==> src/rtl/pulse_avg_sequencer.sv <==
// pulse_avg_sequencer: run controller between the AXI wrapper sample stream and
// pulse_avg_core. Latches the averaging config at start, clears the averager,
// aligns to a packet boundary, gates num_avg pulses of pulse_size samples into
// the core, waits for the averaged pulse to leave, and repeats per run limit.
module pulse_avg_sequencer #(
  parameter int unsigned MAX_PULSE_SIZE = 8192,
  parameter int unsigned RUN_W          = 16
) (
  input  logic             clk,
  input  logic             reset_n,
  input  logic [31:0]      cfg_pulse_size,
  input  logic [31:0]      cfg_num_avg,
  input  logic [RUN_W-1:0] cfg_num_runs,
  input  logic             start,
  input  logic             abort,
  input  logic [31:0]      s_tdata,
  input  logic             s_tlast,
  input  logic             s_tvalid,
  output logic             s_tready,
  output logic [31:0]      core_tdata,
  output logic             core_tlast,
  output logic             core_tvalid,
  input  logic             core_tready,
  output logic             core_clear,
  output logic [31:0]      core_pulse_size,
  output logic [31:0]      core_num_avg,
  input  logic             avg_tvalid,
  input  logic             avg_tready,
  input  logic             avg_tlast,
  output logic             busy,
  output logic             done,
  output logic             err_cfg,
  output logic             err_len,
  output logic [RUN_W-1:0] run_count,
  output logic [31:0]      pulse_count
);

  // Sample counter only needs to index up to MAX_PULSE_SIZE-1.
  localparam int unsigned CNT_W = $clog2(MAX_PULSE_SIZE + 1);

  typedef enum logic [2:0] {
    S_IDLE,
    S_CLEAR,
    S_ALIGN,
    S_PASS,
    S_DRAIN,
    S_DONE
  } state_e;

  state_e             state_q, state_d;
  logic [31:0]        core_pulse_size_q, core_pulse_size_d;
  logic [31:0]        core_num_avg_q, core_num_avg_d;
  logic [RUN_W-1:0]   run_limit_q, run_limit_d;
  logic [RUN_W-1:0]   run_count_q, run_count_d;
  logic [31:0]        pulse_count_q, pulse_count_d;
  logic [CNT_W-1:0]   samp_cnt_q, samp_cnt_d;
  logic               core_clear_q, core_clear_d;
  logic               done_q, done_d;
  logic               err_cfg_q, err_cfg_d;
  logic               err_len_q, err_len_d;
  logic               busy_q, busy_d;

  logic               abort_hit;
  logic               cfg_ok;
  logic               gen_last;
  logic               core_hs;
  logic               align_hs;
  logic               avg_hs;
  logic [RUN_W-1:0]   run_count_inc;
  logic [31:0]        pulse_count_inc;

  // Decode of the run-control conditions shared by stream and FSM logic.
  always_comb begin
    abort_hit       = abort && (state_q != S_IDLE);
    cfg_ok          = (cfg_pulse_size != 32'd0) &&
                      (cfg_pulse_size <= 32'(MAX_PULSE_SIZE)) &&
                      (cfg_num_avg != 32'd0);
    gen_last        = (samp_cnt_q == CNT_W'(core_pulse_size_q - 32'd1));
    avg_hs          = avg_tvalid && avg_tready && avg_tlast;
    run_count_inc   = (run_count_q == {RUN_W{1'b1}}) ? run_count_q
                                                     : run_count_q + RUN_W'(1);
    pulse_count_inc = pulse_count_q + 32'd1;
  end

  // Zero-latency stream gating: discard in ALIGN, pass through in PASS,
  // and drop both valid and ready in the cycle an abort is taken.
  always_comb begin
    s_tready    = 1'b0;
    core_tvalid = 1'b0;
    core_tlast  = 1'b0;
    if (!abort_hit) begin
      if (state_q == S_ALIGN) begin
        s_tready = 1'b1;
      end else if (state_q == S_PASS) begin
        s_tready    = core_tready;
        core_tvalid = s_tvalid;
        core_tlast  = gen_last;
      end
    end
  end

  assign core_tdata = s_tdata;

  // Handshakes observed on the gated stream.
  always_comb begin
    core_hs  = core_tvalid && core_tready;
    align_hs = (state_q == S_ALIGN) && s_tvalid && s_tready && s_tlast;
  end

  // Next-state, counter and pulse-output logic.
  always_comb begin
    state_d           = state_q;
    core_pulse_size_d = core_pulse_size_q;
    core_num_avg_d    = core_num_avg_q;
    run_limit_d       = run_limit_q;
    run_count_d       = run_count_q;
    pulse_count_d     = pulse_count_q;
    samp_cnt_d        = samp_cnt_q;
    err_cfg_d         = 1'b0;
    err_len_d         = 1'b0;

    case (state_q)
      S_IDLE: begin
        if (start) begin
          if (cfg_ok) begin
            core_pulse_size_d = cfg_pulse_size;
            core_num_avg_d    = cfg_num_avg;
            run_limit_d       = cfg_num_runs;
            run_count_d       = '0;
            state_d           = S_CLEAR;
          end else begin
            err_cfg_d = 1'b1;
          end
        end
      end

      S_CLEAR: begin
        pulse_count_d = '0;
        samp_cnt_d    = '0;
        state_d       = S_ALIGN;
      end

      S_ALIGN: begin
        if (align_hs) begin
          state_d = S_PASS;
        end
      end

      S_PASS: begin
        if (core_hs) begin
          // Framing comes from the counter; input tlast is only cross-checked.
          if (s_tlast != gen_last) begin
            err_len_d = 1'b1;
          end
          if (gen_last) begin
            samp_cnt_d    = '0;
            pulse_count_d = pulse_count_inc;
            if (pulse_count_inc == core_num_avg_q) begin
              state_d = S_DRAIN;
            end
          end else begin
            samp_cnt_d = samp_cnt_q + CNT_W'(1);
          end
        end
      end

      S_DRAIN: begin
        if (avg_hs) begin
          run_count_d = run_count_inc;
          if ((run_limit_q != '0) && (run_count_inc == run_limit_q)) begin
            state_d = S_DONE;
          end else begin
            state_d = S_CLEAR;
          end
        end
      end

      S_DONE: begin
        state_d = S_IDLE;
      end

      default: begin
        state_d = S_IDLE;
      end
    endcase

    // Abort overrides the transition but leaves counters as computed.
    if (abort_hit) begin
      state_d = S_IDLE;
    end

    core_clear_d = (state_d == S_CLEAR);
    done_d       = (state_d == S_DONE);
    busy_d       = (state_d != S_IDLE);
  end

  // State, config and counter registers.
  always_ff @(posedge clk or negedge reset_n) begin
    if (!reset_n) begin
      state_q           <= S_IDLE;
      core_pulse_size_q <= 32'(MAX_PULSE_SIZE);
      core_num_avg_q    <= 32'd1;
      run_limit_q       <= '0;
      run_count_q       <= '0;
      pulse_count_q     <= '0;
      samp_cnt_q        <= '0;
      core_clear_q      <= 1'b0;
      done_q            <= 1'b0;
      err_cfg_q         <= 1'b0;
      err_len_q         <= 1'b0;
      busy_q            <= 1'b0;
    end else begin
      state_q           <= state_d;
      core_pulse_size_q <= core_pulse_size_d;
      core_num_avg_q    <= core_num_avg_d;
      run_limit_q       <= run_limit_d;
      run_count_q       <= run_count_d;
      pulse_count_q     <= pulse_count_d;
      samp_cnt_q        <= samp_cnt_d;
      core_clear_q      <= core_clear_d;
      done_q            <= done_d;
      err_cfg_q         <= err_cfg_d;
      err_len_q         <= err_len_d;
      busy_q            <= busy_d;
    end
  end

  // The abort clear must reach the core in the abort cycle itself, so it is
  // merged with the registered CLEAR-state pulse.
  assign core_clear      = core_clear_q || abort_hit;
  assign core_pulse_size = core_pulse_size_q;
  assign core_num_avg    = core_num_avg_q;
  assign busy            = busy_q;
  assign done            = done_q;
  assign err_cfg         = err_cfg_q;
  assign err_len         = err_len_q;
  assign run_count       = run_count_q;
  assign pulse_count     = pulse_count_q;

endmodule

==> config.mk <==
export PLATFORM = sky130hd
export DESIGN_NAME = pulse_avg_sequencer
export DESIGN_NICKNAME = d
export VERILOG_FILES = /design/src/rtl/pulse_avg_sequencer.sv
export SDC_FILE = /design/constraint.sdc
export NUM_CORES = 1
export LEC_CHECK = 0
export BUFFER_PORTS_ARGS = -buffer_cell sky130_fd_sc_hd__buf_2
export CAP_MARGIN = 25
export CORE_ASPECT_RATIO = 1.2
export CORE_MARGIN = 2
export CORE_UTILIZATION = 52
export DETAILED_ROUTE_END_ITERATION = 10
export PLACE_DENSITY = 0.8
export SLEW_MARGIN = 10
export SYNTH_ARGS = -nofsm -noshare
export SYNTH_HDL_FRONTEND = slang
export SYNTH_SLANG_ARGS = --single-unit
==> constraint.sdc <==
create_clock -name clk -period 4 [get_ports clk]
set_input_delay 0 -clock clk [delete_from_list [all_inputs] [get_ports clk]]
set_output_delay 0 -clock clk [all_outputs]
set_load 0.03 [all_outputs]
==> flow_summary.json <==
{
  "outcome": "completed",
  "irDropWorstVdd_v": 0.0002969,
  "yosysSeqAreaShare_pct": 41.69,
  "detailed_place_hpwl_mm": 19.84,
  "p_int_mw": 2.678,
  "most-common-layout-cells": "buf_2 (208), dfrtp_1 (148), nand2_1 (73)",
  "drive_above_1_share_pct": 27.89,
  "final_util_pct": 67.21,
  "core_area_um2": 16920,
  "clock-root-buffer": "clkbuf_16",
  "fin_tns_setup_ns": 0,
  "yosysTopAreaCell": "dfrtp_1",
  "cts_buffer_depth": 2,
  "synth_seq_cells": 150,
  "leakagePower_nw": 5.411,
  "n_antenna_cell": 0,
  "io_pins": 274,
  "tightest_slew_ns": 0.7902,
  "reg2reg_from": "core_pulse_size[0]$_DFFE_PN0P_",
  "gr-usage-all-layers_pct": 30.89,
  "min_period_ns": 3.571,
  "syn_avg_cell_area_um2": 9.326,
  "initial_utilization_pct": 53.25,
  "synth_edf_count": 0,
  "synth_top_area_share_pct": 41.11,
  "startpoint": "core_pulse_size[0]$_DFFE_PN0P_",
  "drc": 0,
  "p_total_mw": 3.447,
  "ys_top_cells_by_area": "dfrtp_1 (41%), mux2_2 (7.6%), xnor2_1 (4.8%)",
  "grt_overflow": 0,
  "die_width_um": 124.2,
  "crit_path_start_kind": "flop",
  "setup_slack_ns": 0.4293,
  "fin_hold_ws_ns": 0.00001319,
  "drtAntennaViolNets": 0,
  "worstHoldStart": "s_tdata[17]",
  "grt_pass1_vias": 8627,
  "drv_cap": 0,
  "syn_inst": 966,
  "yosysWarningCount": 0,
  "synth_xor_xnor_area_share_pct": 7.583,
  "syn_to_final_growth_pct": 26.21,
  "critPathCaptureType": "flop",
  "clkTransAtPathRegs_ns": 0.06,
  "synth-compound-area-share_pct": 13.25,
  "pwr-share-seq_pct": 44.4,
  "routabilityCongestion": 0.9663,
  "fin_crit_sh_pct": 89.27,
  "power_density_nw_per_um2": 303.2,
  "cts_resized": 0,
  "first_iter_violations": 653,
  "vias": 8886,
  "dieArea_um2": 18400,
  "dp_slack_ns": 0.4750,
  "yosys.area_share.adder_pct": 0.5556,
  "drv_slew": 0,
  "antenna_found_initial": 1,
  "final_common_cell": "buf_2",
  "synth_cell_types": 73,
  "port_buffers": 209,
  "synth.area.mux_share_pct": 8.181,
  "wl_per_cell_um": 19.70,
  "grt_pass1_wl_mm": 44.35,
  "rsz0062_at_grt": "no",
  "synth_ff_type": "dfrtp_1",
  "worstSkewPairLatency_ns": 0.43,
  "synth_area_um2": 9009,
  "async_reset_ff_share_pct": 100.0,
  "crit_arrival_ns": 3.87,
  "holdCritPathClass": "primary input to output pin",
  "die_h_um": 148.2,
  "fin_nets": 1325,
  "synth_top_family_by_area": "simple AND/OR/NAND/NOR gates",
  "cp_max_fo": 15,
  "cts_tree": "built",
  "critPathRequiredTime_ns": 4.30,
  "vias_per_cell": 6.223,
  "swShare_pct": 22.31,
  "power_switching_uw": 769.0,
  "cts_made_buffers": 17,
  "wl_mm": 28.13,
  "clock_skew_ns": 0.01178,
  "comb_power_share_pct": 5.1,
  "synth_nets": 1092,
  "rows": 52,
  "htree_levels": 4,
  "hold_viol": 0,
  "clock_sinks": 150,
  "fmax_mhz": 280.1,
  "power.share.clock_pct": 50.5,
  "synth-simple-area-share_pct": 23.31,
  "slew_headroom_pct": 47.12,
  "setup_viol_count_final": 0,
  "path_class": "flop to flop",
  "first_pass_iters": 6,
  "grt_max_degree": 82
}
==> through the flow <==
| stage | cells | area [um^2] |
|---|---|---|
| 5_1_grt | 1428 | 11370 |
| 3_5_place_dp | 1330 | 10070 |
| 2_1_floorplan | 966 | 9009 |
| 6_report | 1428 | 11370 |
| 4_1_cts | 1428 | 11370 |
| 3_3_place_gp | 1330 | 10070 |
==> critical path: stages, from the launching register on <==
cell	delay, ns
dfrtp_1	0.43
inv_1	0.09
ha_1	0.20
or3b_2	0.51
or3_4	0.35
and4bb_1	0.25
o31ai_1	0.09
or4_4	0.63
nand2_1	0.13
nand2_1	0.16
buf_4	0.29
o21ai_0	0.21
o31ai_1	0.10
==> area by class of cell <==
class / instances / area (um^2)
repair buffers: 297 / 1891
well taps: 216 / 270.3
multi-input cells: 721 / 4771
inverters: 12 / 45.04
clock inverters: 13 / 193.9
fillers: 1346 / 5547
clock buffers: 19 / 442.9
flip-flops and latches: 150 / 3756
==> synth_stat cells, types with 4 or more instances <==
cell type,n
dfrtp_1,148
nand2_1,73
o21ai_0,66
nor2_1,65
mux2_2,61
xnor2_1,49
clkbuf_1,45
nor4_1,41
nand3_1,40
a21oi_1,32
buf_4,32
nor3_1,29
xor2_1,29
o31ai_1,27
and2_1,26
nand4_1,24
and3_1,17
inv_1,12
nor2b_1,12
a211oi_1,8
nand4b_1,7
or3_1,7
or4_1,7
and4_1,6
nand2b_1,6
nor3b_1,6
a31oi_1,5
mux2i_1,5
a211o_1,4
buf_2,4
ha_1,4
nand3b_1,4
o41ai_1,4
==> power groups by stage <==
stage	Clock [mW]	Sequential (mW)	Combinational [mW]
2_1_floorplan	0	1.56	0.0789
3_3_place_gp	0	1.56	0.120
3_5_place_dp	0	1.56	0.122
4_1_cts	1.76	1.53	0.171
5_1_grt	1.84	1.53	0.192
6_report	1.74	1.53	0.176
==> per-layer routing <==
layer	up-vias	GRT usage, %	routed length, um
met5	-	0	13
met4	2	15.73	1458
met3	130	7.669	2172
met2	482	51.39	13790
met1	4269	36.71	10700
li1	4003	-	-
==> worst paths after layout <==
path                                              endpoint  slack [ns]  cells after the start
max reg2reg                    pulse_count[21]$_DFFE_PN0P_        0.43                     12
min reg2reg                core_pulse_size[30]$_DFFE_PN0P_        0.48                      1
max in group asynchronous     core_num_avg[12]$_DFFE_PN0P_        2.82                      3
min                                         core_tdata[17]     0.00001                      0
max                            pulse_count[21]$_DFFE_PN0P_        0.43                     12
min in group asynchronous     core_num_avg[24]$_DFFE_PN0P_        0.17                      2
==> flip-flops by register name, indices dropped and copies added, names as in the netlist <==
name,count
core_num_avg,32
core_pulse_size,32
pulse_count,32
run_count,16
run_limit_q,16
samp_cnt_q,14
state_q,3
busy,1
core_clear_q,1
done,1
err_cfg,1
err_len,1
==> logic make-up (layout without fill, tap and decap cells) <==
kind of cell               Yosys count  count (layout)
and+or+nand+nor                    387             387
adders and majority gates            4               4
xor gates and xnor gates            78              78
buffers and inverters               95             341
DFF                                150             150
muxes                               66              66
AOI/OAI and AO/OA                  186             186
==> repair_timing <==
item	in CTS	in global routing
endpoints found under the setup margin	0	0
hold endpoints to repair	144	0
hold buffers	66	0
setup buffers	0	0
Power figures use the tool's default switching activity.
